<file path="src/rtl/shift_operand_if.sv">
// shift_operand_if: upstream operand offer and downstream shifter command bundle.
interface shift_operand_if;
  logic        in_valid;
  logic        in_ready;
  logic [31:0] instr;
  logic [31:0] rm_val;
  logic [31:0] rs_val;
  logic        out_valid;
  logic        out_ready;
  logic [1:0]  funct;
  logic [31:0] a;
  logic [4:0]  N;
  logic        out_err;
  modport slave (
    input  in_valid, instr, rm_val, rs_val, out_ready,
    output in_ready, out_valid, funct, a, N, out_err
  );
  modport master (
    output in_valid, instr, rm_val, rs_val, out_ready,
    input  in_ready, out_valid, funct, a, N, out_err
  );
endinterface

</file>
<file path="src/rtl/shift_operand_stage.sv">
// shift_operand_stage: decodes the operand-2 shift field into barrel-shifter funct/a/N, registered valid/ready stage.
module shift_operand_stage #(
  parameter int CNT_W = 16
) (
  input  logic             clk,
  input  logic             rst_n,
  shift_operand_if.slave   bus,
  output logic [CNT_W-1:0] cnt_ok,
  output logic [CNT_W-1:0] cnt_err
);
  logic             out_valid_q, out_valid_d;
  logic [1:0]       funct_q, funct_d;
  logic [31:0]      a_q, a_d;
  logic [4:0]       n_q, n_d;
  logic             err_q, err_d;
  logic [CNT_W-1:0] cnt_ok_q, cnt_ok_d, cnt_err_q, cnt_err_d;
  logic [7:0]       amt;
  logic [1:0]       sh;
  logic             pass, sat, dec_err, special, load, fire;
  logic [1:0]       dec_funct;
  logic [31:0]      dec_a;
  logic [4:0]       dec_n;
  logic             unused_bits;
  assign unused_bits  = ^{bus.instr[31:12], bus.instr[3:0], bus.rs_val[31:8]};
  assign bus.in_ready = !out_valid_q || bus.out_ready;
  always_comb begin
    sh = bus.instr[6:5];
    amt = bus.instr[4] ? bus.rs_val[7:0] : {3'b0, bus.instr[11:7]};
    pass = bus.instr[4] && amt == 8'd0;
    // sat covers every shift of 32 or more: imm5=0 on LSR/ASR/ROR, or a register amount >= 32
    sat = bus.instr[4] ? |amt[7:5] : (amt == 8'd0 && sh != 2'b00);
    dec_err = sh == 2'b11 && !pass;
    special = pass || sat || dec_err;
    dec_funct = special ? 2'b01 : sh == 2'b00 ? 2'b00 : sh == 2'b01 ? 2'b10 : 2'b11;
    dec_a = (pass || dec_err || !sat) ? bus.rm_val : sh == 2'b10 ? {32{bus.rm_val[31]}} : 32'd0;
    dec_n = special ? 5'd0 : amt[4:0];
    fire = out_valid_q && bus.out_ready;
    load = bus.in_valid && bus.in_ready;
    out_valid_d = load ? 1'b1 : fire ? 1'b0 : out_valid_q;
    funct_d = load ? dec_funct : funct_q;
    a_d = load ? dec_a : a_q;
    n_d = load ? dec_n : n_q;
    err_d = load ? dec_err : err_q;
    cnt_ok_d = (fire && !err_q && !(&cnt_ok_q)) ? cnt_ok_q + CNT_W'(1) : cnt_ok_q;
    cnt_err_d = (fire && err_q && !(&cnt_err_q)) ? cnt_err_q + CNT_W'(1) : cnt_err_q;
  end
  always_ff @(posedge clk) begin
    if (!rst_n) begin
      out_valid_q <= 1'b0;
      funct_q     <= 2'b01;
      a_q         <= '0;
      n_q         <= '0;
      err_q       <= 1'b0;
      cnt_ok_q    <= '0;
      cnt_err_q   <= '0;
    end else begin
      out_valid_q <= out_valid_d;
      funct_q     <= funct_d;
      a_q         <= a_d;
      n_q         <= n_d;
      err_q       <= err_d;
      cnt_ok_q    <= cnt_ok_d;
      cnt_err_q   <= cnt_err_d;
    end
  end
  assign bus.out_valid = out_valid_q;
  assign bus.funct     = funct_q;
  assign bus.a         = a_q;
  assign bus.N         = n_q;
  assign bus.out_err   = err_q;
  assign cnt_ok        = cnt_ok_q;
  assign cnt_err       = cnt_err_q;
endmodule

</file>
<file path="src/flat_wrapper.sv">
// flat-port wrapper written by rule: the top's interface ports become plain ports
module shift_operand_stage_flat 
#(
  parameter int CNT_W = 16
)
  (clk, rst_n, cnt_ok, cnt_err, bus_in_valid, bus_instr, bus_rm_val, bus_rs_val, bus_out_ready, bus_in_ready, bus_out_valid, bus_funct, bus_a, bus_N, bus_out_err);
  shift_operand_if bus_i ();
  input  logic clk;
  input  logic rst_n;
  output logic [CNT_W-1:0] cnt_ok;
  output logic [CNT_W-1:0] cnt_err;
  input wire logic [$bits(bus_i.in_valid)-1:0] bus_in_valid;
  input wire logic [$bits(bus_i.instr)-1:0] bus_instr;
  input wire logic [$bits(bus_i.rm_val)-1:0] bus_rm_val;
  input wire logic [$bits(bus_i.rs_val)-1:0] bus_rs_val;
  input wire logic [$bits(bus_i.out_ready)-1:0] bus_out_ready;
  output wire logic [$bits(bus_i.in_ready)-1:0] bus_in_ready;
  output wire logic [$bits(bus_i.out_valid)-1:0] bus_out_valid;
  output wire logic [$bits(bus_i.funct)-1:0] bus_funct;
  output wire logic [$bits(bus_i.a)-1:0] bus_a;
  output wire logic [$bits(bus_i.N)-1:0] bus_N;
  output wire logic [$bits(bus_i.out_err)-1:0] bus_out_err;
  assign bus_i.in_valid = bus_in_valid;
  assign bus_i.instr = bus_instr;
  assign bus_i.rm_val = bus_rm_val;
  assign bus_i.rs_val = bus_rs_val;
  assign bus_i.out_ready = bus_out_ready;
  assign bus_in_ready = bus_i.in_ready;
  assign bus_out_valid = bus_i.out_valid;
  assign bus_funct = bus_i.funct;
  assign bus_a = bus_i.a;
  assign bus_N = bus_i.N;
  assign bus_out_err = bus_i.out_err;
  shift_operand_stage #(.CNT_W(CNT_W)) u_core (.clk(clk), .rst_n(rst_n), .bus(bus_i), .cnt_ok(cnt_ok), .cnt_err(cnt_err));
endmodule
</file>
<file path="config.mk">
export PLATFORM = sky130hd
export DESIGN_NAME = shift_operand_stage_flat
export DESIGN_NICKNAME = d
export VERILOG_FILES = /design/src/rtl/shift_operand_if.sv /design/src/rtl/shift_operand_stage.sv /design/src/flat_wrapper.sv
export SDC_FILE = /design/constraint.sdc
export NUM_CORES = 1
export LEC_CHECK = 0
export CAP_MARGIN = 10
export CORE_ASPECT_RATIO = 1.25
export CORE_MARGIN = 4
export CORE_UTILIZATION = 42
export CTS_CLUSTER_DIAMETER = 40
export DETAILED_ROUTE_END_ITERATION = 8
export GPL_ROUTABILITY_DRIVEN = 1
export PLACE_DENSITY = 0.95
export SLEW_MARGIN = 25
export SYNTH_ARGS = -nofsm -noshare
export SYNTH_HDL_FRONTEND = slang
export SYNTH_SLANG_ARGS = --single-unit
export TNS_END_PERCENT = 20
</file>
<file path="constraint.sdc">
create_clock -name clk -period 3.6 [get_ports clk]
set_input_delay 0.72 -clock clk [delete_from_list [all_inputs] [get_ports clk]]
set_output_delay 0.72 -clock clk [all_outputs]
set_load 0.02 [all_outputs]
</file>
==> results of run 1 <==
==> final timing paths <==
path                            slack [ns]              start                 to  cells after the start
worst max-delay path                  0.81      bus_out_ready       bus_in_ready                      3
worst min register to register        0.46    u_core.bus.N[2]    u_core.bus.N[2]                      2
worst min-delay path                  0.46    u_core.bus.N[2]    u_core.bus.N[2]                      2
worst max register to register        1.30  u_core.cnt_err[7]  u_core.cnt_err[0]                      6
==> kinds of logic after synthesis <==
logic type	Yosys count
simple gates	160
fa+ha+maj	2
buf+inv	25
mux	6
compound gates	97
flops	73
xor+xnor	23
==> routing by layer <==
layer | up-vias | global-route usage (%) | share of wire [%] | wire, um
met5 | - | 0 | 0 | 0
met4 | 0 | 10.41 | 3.3 | 307
met3 | 34 | 5.757 | 6.9 | 630
met2 | 128 | 36.39 | 50 | 4619
met1 | 1537 | 22.28 | 39 | 3623
li1 | 1592 | - | - | -
==> registers in the layout, summed over array words and instances, names as in the netlist <==
| name | cells |
|---|---|
| u_core.cnt_err | 16 |
| u_core.bus.a | 32 |
| u_core.bus.N | 5 |
| u_core.bus.out_valid | 1 |
| u_core.cnt_ok | 16 |
| u_core.bus.out_err | 1 |
| u_core.bus.funct | 2 |
==> power by group <==
part	leakage, nW	switching, W	internal, W
logic	0.960	0.000142	0.000140
clock network	0.104	0.000300	0.000404
registers	0.597	0.0000184	0.000842
total	1.66	0.000460	0.00139
==> layout make-up <==
| class | count | area (sq um) |
|---|---|---|
| Inverter | 4 | 15.01 |
| Sequential cell | 73 | 1461 |
| Timing Repair Buffer | 130 | 1289 |
| Multi-Input combinational cell | 288 | 1585 |
| Clock buffer | 10 | 137.6 |
| Fill cell | 596 | 2674 |
| Clock inverter | 5 | 80.08 |
| Tap cell | 92 | 115.1 |
==> per-stage QoR <==
stage | area [sq um] | hold slack [ns] | instances | utilization [%]
floorplan | 3156 | 0.5302 | 386 | -
global placement | 4466 | 0.4401 | 587 | 60.70
detailed placement | 4466 | 0.4505 | 587 | 60.70
CTS | 4683 | 0.4632 | 602 | 63.66
global route | 4683 | 0.4712 | 602 | 63.66
finish | 4683 | 0.4618 | 602 | 63.66
==> placed cells by master (no fill, tap or decap), types with 2 or more instances in the layout <==
cell             count
nand3b_1             2
nor4_1               8
nor3b_1              2
ha_1                 2
inv_1                3
xnor2_1             21
nand2b_1             3
buf_4                5
mux2i_1              6
xor2_1               2
o31ai_1              2
nand2_1             25
clkdlybuf4s50_1    125
nor2_1              60
nand4_1             12
o21ai_0             38
a21oi_1             49
and3_1               7
nand3_1             11
nor3_1              14
or3_1               11
clkbuf_8            10
o41a_1               3
bufinv_16            2
clkinvlp_4           2
dfxtp_1             73
==> critical path, stage by stage <==
cell and delay, ns:
clkdlybuf4s50_1 0.52, nand2b_1 0.20, clkdlybuf4s50_1 0.63
==> impl_metrics.tcl, run 1 <==
set metrics [dict create \
    muxShareOfSynthArea_pct 1.903 \
    first_iter_violations 150 \
    power.total_w 0.001846 \
    die_area_sq_um 8972 \
    grt_use_total_pct 20.70 \
    endpoint_kind "output port" \
    die_w_um 85.53 \
    rsz0062_at_grt "false" \
    cp.arrival_ns 2.07 \
    cts_max_path_buffers 2 \
    p_per_area_nw_per_um2 394.1 \
    syn-mean-instance-area_sq_um 8.175 \
    die_y_um 104.9 \
    cts-root-buf "clkbuf_8" \
    setup_viol 0 \
    synth-simple-area-share_pct 24.50 \
    outcome "finished, final reports clean" \
    clock.fmax_mhz 358.4 \
    crit_path_start_kind "input port" \
    critical_path_class "in -> out" \
    synth_top_family_by_area "simple AND/OR/NAND/NOR gates" \
    post-synth-top-area-cell "dfxtp_1" \
    syn_inst 386 \
    row_count 35 \
    skew_ns 0.01039 \
    clkLatencyLatePin_ns 0.34 \
    drt.antenna.violating_nets 0 \
    grt_max_degree 40 \
    ir_drop_mv 0.2525 \
    tightest_slew_ns 0.7695 \
    grt_pass1_vias 3333 \
    yosysMostFrequentCell "dfxtp_1" \
    syn_nets 488 \
    cts_buffers 9 \
    grt-ovfl-total 0 \
    vias 3291 \
    io_buffers 125 \
    finalNetCount 608 \
    worst_slack_ns 0.8098 \
    hold_violations 0 \
    grt_pass1_wl_mm 15.15 \
    synth_top_area_share_pct 46.31 \
    dp_slack_ns 0.6476 \
    fin_crit_sh_pct 77.51 \
    viasPerCell 5.467 \
    required_ns 2.88 \
    antenna_found_initial 0 \
    ys_seq_area_share_pct 46.31 \
    place_congestion 0.8420 \
    synth_compound_area_share_pct 16.65 \
    start_util_pct 42.89 \
    ys_seq_elements 73 \
    diodes 0 \
    drive_gt1_share_pct 4.706 \
    synthAdderAreaFrac_pct 0.7930 \
    syn_area_sq_um 3156 \
    area_growth_pct 48.41 \
    synthFlopType "dfxtp_1" \
    finalCriticalPeriod_ns 2.790 \
    drv_cap 0 \
    core-area_sq_um 7357 \
    htree_levels 3 \
    clkTransAtPathRegs_ns 0.08 \
    async_flop_share_pct 0 \
    drv_slew 0 \
    num_io_pins 174 \
    hpwl_mm 6.598 \
    wl_per_cell_um 15.25 \
    finalWirelength_mm 9.180 \
    cts_tree "yes" \
    p_leak_nw 1.661 \
    hold_path_class "reg -> reg" \
    postCtsSetupBuffers 0 \
    netlist_top_cells_count "dfxtp_1, nor2_1, a21oi_1, o21ai_0, nand2_1" \
    tns_ns 0 \
    synth-xor-area-share_pct 6.384 \
    cts_resized 0 \
    first_pass_iters 5 \
    clock-sinks 73 \
    drc 0 \
    path_max_fanout 4 \
    synth_area_leaders "dfxtp_1, a21oi_1, nor2_1" \
    slew_headroom_pct 48.23 \
    netlist-cell-type-count 36 \
    hold_buffers 0 \
    synth_edf_count 0 \
    ys_warn_count 0 \
]
Note: power is estimated with default switching activity, not from simulation.
==> run 2, diff against run 1 <==
Settings changed: CORE_UTILIZATION 42 to 35, PLACE_DENSITY 0.95 to 0.88.
Clock period 3.6 ns to 2.3 ns, I/O delays scaled along.
==> impl_metrics.tcl, run 2 (same netlist as run 1, synthesis figures left out) <==
set metrics [dict create \
    outcome "finished, final reports clean" \
    path_max_fanout 4 \
    drc 0 \
    grt_max_degree 39 \
    clock.fmax_mhz 449.9 \
    critical_path_class "in -> out" \
    holdPathEnd "u_core.bus.N[0]" \
    hold_violations 0 \
    regToRegEndpoint "u_core.cnt_err[0]" \
    vias 3288 \
    hold_buffers 0 \
    diodes 0 \
    cp.arrival_ns 1.76 \
    rr_worst_depth 6 \
    grt_pass1_vias 3212 \
    multi_input_area_sq_um 1599 \
    grt-ovfl-total 0 \
    setup_viol 0 \
    antenna_found_initial 0 \
    dp.cells 622 \
    cts-root-buf "clkbuf_8" \
    die_area_sq_um 10610 \
    utilization_pct 54.85 \
    rsz0062_at_grt "false" \
    ir_drop_mv 0.3815 \
    fillers 819 \
    clkLatencyLatePin_ns 0.34 \
    largest_register_ffs 32 \
    hpwl_mm 6.640 \
    drv_cap 0 \
    p_per_area_nw_per_um2 605.9 \
    cts_tree "yes" \
    cts_max_path_buffers 2 \
    drt.antenna.violating_nets 0 \
    finalNetCount 616 \
    viasPerCell 5.146 \
    die_w_um 92.93 \
    drive_gt1_share_pct 6.166 \
    endpoint_kind "output port" \
    tightest_slew_ns 0.6153 \
    io_buffers 125 \
    finalCriticalPeriod_ns 2.223 \
    skew_ns 0.01483 \
    core-area_sq_um 8748 \
    crit_path_start_kind "input port" \
    area_growth_pct 52.06 \
    finalWirelength_mm 9.269 \
    fin_crit_sh_pct 96.65 \
    drv_slew 0 \
    final_cell_mix "clkdlybuf4s50_1, dfxtp_1, nor2_1, a21oi_1, o21ai_0" \
    row_count 38 \
    slew_headroom_pct 58.92 \
    die_y_um 114.2 \
    regArea_sq_um 1461 \
    min_path_cells 2 \
    place_congestion 0.8748 \
    clock-sinks 73 \
    r2r_setup_slack_ns 0.42 \
    worstHoldStart "u_core.bus.N[0]" \
    hold_path_class "reg -> reg" \
    required_ns 1.84 \
    grt_use_total_pct 16.91 \
    first_iter_violations 122 \
    wl_per_cell_um 14.51 \
    first_pass_iters 4 \
    postCtsSetupBuffers 0 \
    htree_levels 3 \
    clkTransAtPathRegs_ns 0.08 \
    layoutNonFillerInstCount 639 \
    cts_buffers 9 \
    p_leak_nw 1.719 \
    grt_pass1_wl_mm 14.65 \
    final_common_cell "clkdlybuf4s50_1" \
    start_util_pct 36.07 \
    timing.rr.start "u_core.cnt_err[6]" \
    num_io_pins 174 \
]
[run 2: cell types whose count changed in the layout (fill, tap and decap cells not counted), sizes merged]
cell      change
buf           +7
clkinv        +2
clkinvlp      -2
inv           +1
nand2b        +1
[run 2: worst max-delay path by stage]
stage                             start          endpoint  slack [ns]  cells after the start
after floorplan            bus_instr[4]   u_core.bus.a[0]        0.24                      6
after global placement     bus_instr[4]  u_core.bus.a[18]       -0.32                      6
after detailed placement   bus_instr[4]   u_core.bus.a[5]       -0.37                      6
after CTS                  bus_instr[4]   u_core.bus.a[5]        0.02                      6
after global routing       bus_instr[4]  u_core.bus.a[13]       0.008                      7
final                     bus_out_ready      bus_in_ready        0.08                      3
[run 2: worst max-delay path, cell delays in order]
cell and delay [ns]:
clkdlybuf4s50_1 0.48, nand2b_1 0.19, clkdlybuf4s50_1 0.64
[run 2: layout make-up]
type / count / area share [%]
multi-input cells: 289 / 33.32
flip-flops and latches: 73 / 30.46
repair buffers: 137 / 28.21
well taps: 120 / 3.129
clock buffers: 10 / 2.660
clock inverters: 6 / 1.904
inverters: 4 / 0.3129
[run 2: metrics by stage]
step | cell area, sq um | setup WS, ns | TNS (ns) | total power, W | hold WS [ns]
floorplan | 3156 | 0.2430 | 0 | 0.001579 | 0.5302
global placement | 4566 | -0.3150 | -9.497 | 0.001810 | 0.4421
detailed placement | 4566 | -0.3674 | -10.60 | 0.001820 | 0.4501
CTS | 4785 | 0.02041 | 0 | 0.002938 | 0.4636
global route | 4798 | 0.008313 | 0 | 0.003027 | 0.4778
finish | 4798 | 0.07710 | 0 | 0.002907 | 0.4623
[run 2: where the power goes]
part	total, W	switching [W]	leakage (nW)	internal, W
Sequential	0.00135	0.0000300	0.597	0.00132
Combinational	0.000450	0.000224	1.01	0.000227
Clock	0.00111	0.000493	0.111	0.000617
Total	0.00291	0.000746	1.72	0.00216
[run 2: what timing repair did]
action | in CTS | in global routing
endpoints found under the hold margin | 0 | 0
gates resized for setup | 0 | 1
setup endpoints to repair | 0 | 31
[run 2: layer usage]
layer	part of all wire [%]	GRT usage [%]	wire length (um)
met1	40	18.30	3719
met3	7.6	4.997	700
met4	1.1	5.963	104
met5	0	0	0
met2	51	31.04	4745
